`config.mk`:
```
export PLATFORM = sky130hd
export DESIGN_NAME = alarm_arbiter
export DESIGN_NICKNAME = d
export VERILOG_FILES = /design/src/rtl/alarm_arbiter.sv
export SDC_FILE = /design/constraint.sdc
export NUM_CORES = 1
export LEC_CHECK = 0
export CORE_MARGIN = 4
export CORE_UTILIZATION = 35
export CTS_CLUSTER_SIZE = 25
export DETAILED_ROUTE_END_ITERATION = 8
export DONT_BUFFER_PORTS = 1
export MAX_ROUTING_LAYER = met4
export PLACE_DENSITY_LB_ADDON = 0.12
export SYNTH_ARGS = -nofsm -noshare
export SYNTH_HDL_FRONTEND = slang
export SYNTH_SLANG_ARGS = --single-unit
```
`constraint.sdc`:
```
create_clock -name clk -period 4.7 [get_ports clk]
set_input_delay 0.94 -clock clk [delete_from_list [all_inputs] [get_ports clk]]
set_output_delay 0.94 -clock clk [all_outputs]
set_load 0.05 [all_outputs]
```
`src/rtl/alarm_arbiter.sv`:
```
// Multi-channel sensor alarm arbiter: per-channel run-length trigger detectors feed
// sticky pending flags, and one shared alarm output is granted round-robin until acked.
module alarm_arbiter #(
  parameter int N      = 4,
  parameter int THRESH = 3,
  parameter int CW     = $clog2(N)
) (
  input  logic          clk,
  input  logic          reset,
  input  logic          enable,
  input  logic [N-1:0]  d,
  input  logic          ack,
  output logic          alarm,
  output logic [CW-1:0] alarm_id,
  output logic [N-1:0]  pending,
  output logic          dropped
);

  localparam int CNTW = $clog2(THRESH + 1);
  localparam logic [CNTW-1:0] THR    = CNTW'(THRESH);
  localparam logic [CNTW-1:0] THR_M1 = CNTW'(THRESH - 1);

  localparam logic [0:0] IDLE  = 1'b0;
  localparam logic [0:0] ALARM = 1'b1;

  logic [CNTW-1:0] cnt_q [N];
  logic [CNTW-1:0] cnt_d [N];
  logic [N-1:0]    pending_q, pending_d;
  logic            dropped_q, dropped_d;
  logic [0:0]      state_q, state_d;
  logic [CW-1:0]   alarm_id_q, alarm_id_d;
  logic [CW-1:0]   last_q, last_d;

  logic [N-1:0]    trig;
  logic [N-1:0]    clr;
  logic [CW-1:0]   sel;

  // Saturating run counter: a saturated run sits at THRESH so it cannot re-trigger.
  function automatic logic [CNTW-1:0] run_next(input logic [CNTW-1:0] cnt,
                                               input logic            hi);
    if (!hi) begin
      return '0;
    end
    if (cnt == THR) begin
      return THR;
    end
    return cnt + 1'b1;
  endfunction

  always_comb begin
    for (int i = 0; i < N; i++) begin
      cnt_d[i] = run_next(cnt_q[i], enable & d[i]);
      trig[i]  = enable & d[i] & (cnt_q[i] == THR_M1);
      clr[i]   = (state_q == ALARM) & ack & (alarm_id_q == CW'(i));
    end
  end

  // A set in the same cycle as a clear wins, so the channel gets served again later.
  always_comb begin
    pending_d = trig | (pending_q & ~clr);
    dropped_d = |(trig & pending_q & ~clr);
  end

  // Round-robin pick: smallest distance past the last granted channel wins.
  always_comb begin
    int best;
    int rank;
    best = N + 1;
    rank = 0;
    sel  = '0;
    for (int i = 0; i < N; i++) begin
      if (i > int'(last_q)) begin
        rank = i - int'(last_q);
      end else begin
        rank = i + N - int'(last_q);
      end
      if (pending_q[i] && (rank < best)) begin
        best = rank;
        sel  = CW'(i);
      end
    end
  end

  always_comb begin
    state_d    = state_q;
    alarm_id_d = alarm_id_q;
    last_d     = last_q;
    case (state_q)
      IDLE: begin
        if (|pending_q) begin
          state_d    = ALARM;
          alarm_id_d = sel;
          last_d     = sel;
        end
      end
      ALARM: begin
        if (ack) begin
          state_d = IDLE;
        end
      end
      default: state_d = IDLE;
    endcase
  end

  always_ff @(posedge clk or posedge reset) begin
    if (reset) begin
      for (int i = 0; i < N; i++) begin
        cnt_q[i] <= '0;
      end
      pending_q  <= '0;
      dropped_q  <= 1'b0;
      state_q    <= IDLE;
      alarm_id_q <= '0;
      last_q     <= CW'(N - 1);
    end else begin
      for (int i = 0; i < N; i++) begin
        cnt_q[i] <= cnt_d[i];
      end
      pending_q  <= pending_d;
      dropped_q  <= dropped_d;
      state_q    <= state_d;
      alarm_id_q <= alarm_id_d;
      last_q     <= last_d;
    end
  end

  assign alarm    = (state_q == ALARM);
  assign alarm_id = alarm_id_q;
  assign pending  = pending_q;
  assign dropped  = dropped_q;

endmodule

```
=== Word level (Yosys, flattened, before mapping) ===
Index checks and enable logic that the tools add are counted.

* Add/subtract/negate cells: 11
* Magnitude comparators: 7
* Equality and inequality tests: 11
* Mux-type cells: 36
* Bitwise logic cells: 19
* Reductions and logical operators: 8

{| class="wikitable"
|+ Operators by type and width
! cell !! number
|-
| 2-to-1 mux 32 bit || 6
|-
| less-than comparator 32 bit || 3
|-
| 2-to-1 mux 2 bit || 18
|-
| == test 2 bit, second input constant || 10
|-
| subtractor 3 x 2 -> 4 bit, first input constant || 4
|-
| bitwise AND 1 bit || 13
|-
| bitwise AND 4 bit || 3
|-
| 2-to-1 mux 1 bit || 11
|-
| adder 2 x 1 -> 2 bit, second input constant || 4
|-
| OR reduction 4 bit || 2
|-
| subtractor 2 x 2 -> 3 bit, first input constant || 2
|-
| > comparator 2 bit, first input constant || 2
|-
| logical AND 1 bit || 4
|-
| less-than comparator 4 bit, second input constant || 1
|-
| inverter 4 bit || 1
|-
| OR 4 bit || 1
|-
| subtractor 1 x 2 -> 3 bit, first input constant || 1
|-
| == test 2 x 1 -> 1 bit, second input constant || 1
|-
| > comparator 1 x 2 -> 1 bit, first input constant || 1
|-
| logical NOT 2 bit || 1
|-
| case mux 1 bit (2 select lines) || 1
|-
| AND reduction 2 bit || 1
|-
| inverter 1 bit || 1
|}

* Register bits: 18
* Word-level logic and storage cells: 101

=== Longest topological paths before layout ===
* Depth after elaboration: 13
* Gate-level depth with buffers: 20
* Mapped depth without buffers: 20

=== Worst setup path after synthesis ===
OpenSTA, ideal clock, no wires.

* Kind: register to register
* From: register last_q[1]
* To: register alarm_id_q[0], in the netlist alarm_id[0]
* Arrival time: 3914 ps
* Data required time: 4613 ps
* Path slack: 699 ps
* Cell stages (with the launch flop): 19
* Cell sequence: dfstp_2 -> inv_1 -> ha_1 -> nor2b_1 -> ha_1 -> nor2b_4 -> o21ai_4 -> mux2_4 -> ha_1 -> nand4bb_1 -> a21oi_1 -> o21ai_2 -> nand2_2 -> mux2_4 -> ha_1 -> or3b_1 -> a211oi_2 -> nand3_1 -> o211ai_1

* Word-level cells in the longest chain between the ends: 13

{| class="wikitable"
|+ Ends and longest elaborated chain
! item !! RTL line !! source
|-
| start: declaration || 32 || <nowiki>logic [CW-1:0] last_q, last_d;</nowiki>
|-
| start signal: assignment || 114 || <nowiki>last_q <= CW'(N - 1);</nowiki>
|-
| start signal: assignment || 123 || <nowiki>last_q <= last_d;</nowiki>
|-
| subtractor 3 x 2 -> 4 bit || 75 || <nowiki>rank = i + N - int'(last_q);</nowiki>
|-
| less-than comparator 4 bit || 77 || <nowiki>if (pending_q[i] && (rank < best)) begin</nowiki>
|-
| logical AND 1 bit || 77 ||
|-
| 2-to-1 mux 32 bit || 77 ||
|-
| less-than comparator 32 bit || 77 ||
|-
| logical AND 1 bit || 77 ||
|-
| 2-to-1 mux 32 bit || 77 ||
|-
| less-than comparator 32 bit || 77 ||
|-
| logical AND 1 bit || 77 ||
|-
| 2-to-1 mux 32 bit || 77 ||
|-
| less-than comparator 32 bit || 77 ||
|-
| logical AND 1 bit || 77 ||
|-
| 2-to-1 mux 2 bit (*) || 77 ||
|-
| end signal: assignment || 122 || <nowiki>alarm_id_q <= alarm_id_d;</nowiki>
|-
| end: declaration || 31 || <nowiki>logic [CW-1:0] alarm_id_q, alarm_id_d;</nowiki>
|}

Every way passes the cells marked *; elsewhere a longest branch is shown, timed or not.
A chain may end at the register's enable or synchronous reset.

=== Worst setup path after layout ===
Ends and elaborated chain as after synthesis.

==> flow_results.org <==
** Clock network
- Clk pin slew, worst setup/hold paths :: 100 ps
- TritonCTS built the clock tree.
- H-tree level count :: 1
- Number of buffers between clock root and the deepest sink :: 2
- Root buffer cell :: sky130_fd_sc_hd__clkbuf_4
- Clock tree synthesis inserted a total of 3 buffers.
- For the worst-skew pair, the clock arrives at the later sink with an insertion delay of 290 ps.
- In this run the post-CTS setup repair buffer count came out at 0.
- Clock tree sinks :: 18

** Critical path
- In this design, the critical path's most frequently occurring cell is sky130_fd_sc_hd__ha_1.
- Critical Path Source Type :: flop
- Crit Path Category :: reg -> reg
- CP max stage delay :: 650 ps
- The slowest stage of the critical path belongs to the cell sky130_fd_sc_hd__dfstp_2.
- Top fanout value on the critical path :: 10
- Data arrives at the worst endpoint at 4540 ps.
- Required time at the endpoint of the critical path :: 4870 ps
- The worst setup path is captured at a flop.
- Cell-by-cell trace of the critical path :: inv_1 -> ha_1 -> nor2b_1 -> ha_1 -> nor2b_4 -> o21ai_4 -> mux2_4 -> ha_1 -> nand4bb_1 -> a21oi_2 -> o21ai_2 -> nand2_2 -> mux2_1 -> ha_1 -> nand2_1 -> o31ai_1 -> nand4b_1 -> nand3_1 -> o211ai_1

** Logic synthesis
- In the synthesized netlist the dominant register cell turns out to be sky130_fd_sc_hd__dfrtp_1.
- Synthesis inferred 18 register bits.
- Number of warnings printed during yosys synthesis :: 0
- Unique cell type count in the Yosys netlist :: 35
- Mean cell area of the mapped netlist :: 9.89 µm²
- Basic-gate share of the synthesized area counting and, or, nand and nor cells :: 22.6%
- Largest family of logic cells by synthesized area :: simple AND/OR/NAND/NOR gates
- Share of synthesized registers carrying an async set or reset :: 100%
- The synthesized netlist devotes 0% of its cell area to XOR and XNOR gates.
- sky130_fd_sc_hd__dfrtp_1 takes more of the synthesized area than any other cell.
- Post-synthesis compound-gate area fraction :: 15.6%
- The synthesized netlist occupies a cell area of 0.00113 mm².
- Proportion of synthesized chip area in sequential cells :: 40.2%
- Leading cell type by number of instances after synthesis :: sky130_fd_sc_hd__dfrtp_1
- Ranked by total cell area, the synthesized netlist is headed by sky130_fd_sc_hd__dfrtp_1, sky130_fd_sc_hd__ha_1, sky130_fd_sc_hd__dfstp_2, sky130_fd_sc_hd__nand2_1, sky130_fd_sc_hd__nor2_1.
- The number of nets in the synthesized netlist is 134.
- The share of synthesized area in the top cell type comes to 35.5%.
- Synthesized netlist cell count :: 114
- The synthesized design contains 0 enable-type register cells.
- Share of synthesized area spent on multiplexers :: 4.55%
- Adder-cell share of the synthesized area :: 13.3%
- Commonest cells in the synthesized netlist :: sky130_fd_sc_hd__dfrtp_1, sky130_fd_sc_hd__nand2_1, sky130_fd_sc_hd__ha_1, sky130_fd_sc_hd__nor2_1, sky130_fd_sc_hd__inv_1

** Place
- Instance area at placement :: 0.00120 mm²
- Buffers placed on the I/O ports in this run total 0.
- Prior to clock tree synthesis, the placed netlist has a worst setup slack of 209 ps.
- HPWL reported at the end of detailed placement :: 1.87 mm
- Final estimated routing congestion in global placement :: 0.752
- Cell total after placement :: 160

** Global route
- The number of global-route vias before repair is 797.
- Entering global routing, the biggest net connects 19 pins.
- Combined global-route utilization of all metal layers :: 12.2%
- Initial antenna violation count :: 0
- Sum of overflow across all layers after global routing :: 0
- The first global-routing pass estimated 3.80 mm of wire.

** Finish
- Of the cells placed in the final design, the portion with a size suffix greater than 1 is 17.5%.
- Compared with the post-synthesis result, the final layout area differs by 9.77%.
- The repair_antennas step left the layout with diodes totalling 0.
- After routing the design area is 0.00124 mm².
- The finished layout holds 164 standard cells, fillers aside.
- Cells fill 40.2% of the core in the end.
- In the final design database the tool counted 141 nets.
- The layout has 311 filler cells.
- Storage element area :: 453 µm²
- The multi-input combinational cells in the finished layout cover a total of 637 µm².

** STA
- Setup violations remaining at the end of the flow were counted as 0.
- Setup slack on the critical path of the routed design comes to 335 ps.
- Worst Max-Slew Pin Slew :: 656 ps
- On the final layout, the worst clock skew is 8.73 ps.
- The worst pin sits at a relative slew slack of 56.2%.
- Final hold violations :: 0
- The max-slew violation count came to 0.
- Setup repair after global routing missed its margin :: false
- The final critical path takes up 92.9% of the cycle.
- The routed design could run at a clock period as short as 4360 ps.
- Derived from the worst setup path, the maximum achievable clock frequency is 0.229 GHz.
- Setup total negative slack on the finished layout was measured at 0 ps.
- Minimum hold slack :: 466 ps

** Job
- MaxCap Viol Count :: 0

** Die
- Die area :: 0.00419 mm²
- Vert. Die Dim :: 64.8 µm
- The initialized floorplan defines 20 standard-cell rows.
- The floorplan step set the die width to 64.8 µm.
- Core area :: 0.00308 mm²
- Effective utilization at floorplan :: 36.6%
- Number of top-level pins :: 16

** Routing
- Wirelength per Cell :: 13.8 µm
- In the routed design, unresolved DRC markers number 0.
- Total wire length :: 2.26 mm
- Residual antenna-violating net count after detailed routing :: 0
- The pre-antenna-repair detailed-routing pass consisted of 4 iterations.
- Via density :: 4.98
- Vias after detailed routing :: 816
- Count of routing violations after the opening detailed-route iteration :: 43

** Status
- Run status :: finished, final reports clean

** Hold path
- Path type of the worst min-delay path :: reg -> reg

** Power and ir drop
- Total power after layout :: 0.908 mW
- IR analysis of the VDD net gives a maximum drop of 0.240 mV.
- For this design the static power due to leakage is 0.561 nW.
- Total power per unit cell area :: 734 mW/mm²
## timing repair
item | 4_1_cts | 5_1_grt
hold buffers | 0 | 0
hold endpoints to repair | 0 | 0
endpoints found under the setup margin | 0 | 4
resized for setup | 0 | 1
## final timing paths
| check | start | end | depth (start not counted) | slack [ps] |
|---|---|---|---|---|
| max | last_q[1] | alarm_id[0] | 19 | 340 |
| min | cnt_q[0] | cnt_q[0] | 1 | 470 |
| max reg2reg | last_q[1] | alarm_id[0] | 19 | 340 |
| min reg2reg | cnt_q[0] | cnt_q[0] | 1 | 470 |
| max in group asynchronous | reset | cnt_q[7] | 1 | 3660 |
| min in group asynchronous | reset | alarm_id[0] | 1 | 610 |
## kinds of logic (layout without fill, tap and decap cells)
| group | after synthesis | in the layout |
|---|---|---|
| mux | 4 | 4 |
| buf+inv | 11 | 17 |
| fa+ha+maj | 12 | 12 |
| compound gates | 23 | 23 |
| flops | 18 | 18 |
| simple gates | 46 | 46 |
## state kept, by name, indices dropped and copies added (netlist names)
name	flops
cnt_q	8
pending	4
alarm_id	2
last_q	2
alarm	1
dropped	1
## placed cells by master, fill, tap and decap left out
cell type / synthesis / routed
sky130_fd_sc_hd__clkbuf_4: 0 / 3
sky130_fd_sc_hd__nand3b_1: 1 / 1
sky130_fd_sc_hd__o22a_1: 1 / 1
sky130_fd_sc_hd__nand2_2: 1 / 1
sky130_fd_sc_hd__o211ai_1: 3 / 3
sky130_fd_sc_hd__or3_1: 4 / 4
sky130_fd_sc_hd__mux2_1: 1 / 1
sky130_fd_sc_hd__nand3_1: 3 / 3
sky130_fd_sc_hd__dfrtp_1: 16 / 16
sky130_fd_sc_hd__or3b_1: 1 / 1
sky130_fd_sc_hd__nor2b_1: 1 / 1
sky130_fd_sc_hd__mux2_4: 2 / 2
sky130_fd_sc_hd__a21oi_2: 1 / 2
sky130_fd_sc_hd__inv_1: 11 / 11
sky130_fd_sc_hd__nor4b_1: 1 / 1
sky130_fd_sc_hd__and3_4: 1 / 1
sky130_fd_sc_hd__ha_1: 12 / 12
sky130_fd_sc_hd__o21ai_2: 3 / 3
sky130_fd_sc_hd__nand2b_1: 1 / 1
sky130_fd_sc_hd__clkbuf_8: 0 / 1
sky130_fd_sc_hd__buf_4: 0 / 2
sky130_fd_sc_hd__nand4bb_1: 1 / 1
sky130_fd_sc_hd__nand4b_1: 2 / 2
sky130_fd_sc_hd__nor3b_1: 1 / 1
sky130_fd_sc_hd__o21ai_0: 2 / 2
sky130_fd_sc_hd__nor2b_4: 1 / 1
sky130_fd_sc_hd__o221ai_1: 1 / 1
sky130_fd_sc_hd__o21ai_4: 1 / 1
sky130_fd_sc_hd__o31ai_1: 3 / 3
sky130_fd_sc_hd__mux2i_1: 1 / 1
sky130_fd_sc_hd__nor4_1: 1 / 1
sky130_fd_sc_hd__nor2_1: 12 / 12
sky130_fd_sc_hd__a211oi_2: 1 / 1
sky130_fd_sc_hd__a21o_1: 2 / 2
sky130_fd_sc_hd__nand2_1: 13 / 13
sky130_fd_sc_hd__a21oi_1: 5 / 4
sky130_fd_sc_hd__dfstp_2: 2 / 2
sky130_fd_sc_hd__nand3_2: 1 / 1
## layer usage
| metal | vias to the layer above | global-route usage [%] | wire (µm) |
|---|---|---|---|
| met5 | - | - | 0 |
| met4 | 0 | 5.54 | 42 |
| met3 | 4 | 1.91 | 79 |
| met2 | 12 | 18.6 | 1060 |
| met1 | 383 | 15.8 | 1080 |
| li1 | 417 | - | - |
## critical path: cells and delay by family, from the launching register on
family                     cells  cell delay (ps)
DFF                            1              650
buffers and inverters          1              120
adders and majority gates      4              910
AOI/OAI and AO/OA              5              920
and+or+nand+nor                7              950
muxes                          2              680
## final cells by class
class                      instances  share of cell area (%)
sequential                        18                    36.6
multi-input combinational         85                    51.5
timing repair buffer               2                    1.21
inverter                          11                    3.34
clock buffer                       4                    2.93
tap                               44                    4.45
## power breakdown
| group | internal (mW) | total, mW | switching, mW |
|---|---|---|---|
| sequential | 0.201 | 0.337 | 0.136 |
| combinational | 0.210 | 0.477 | 0.267 |
| clock | 0.0472 | 0.0939 | 0.0467 |
| total | 0.459 | 0.908 | 0.449 |
No activity file was read; power rests on OpenSTA's default activity.
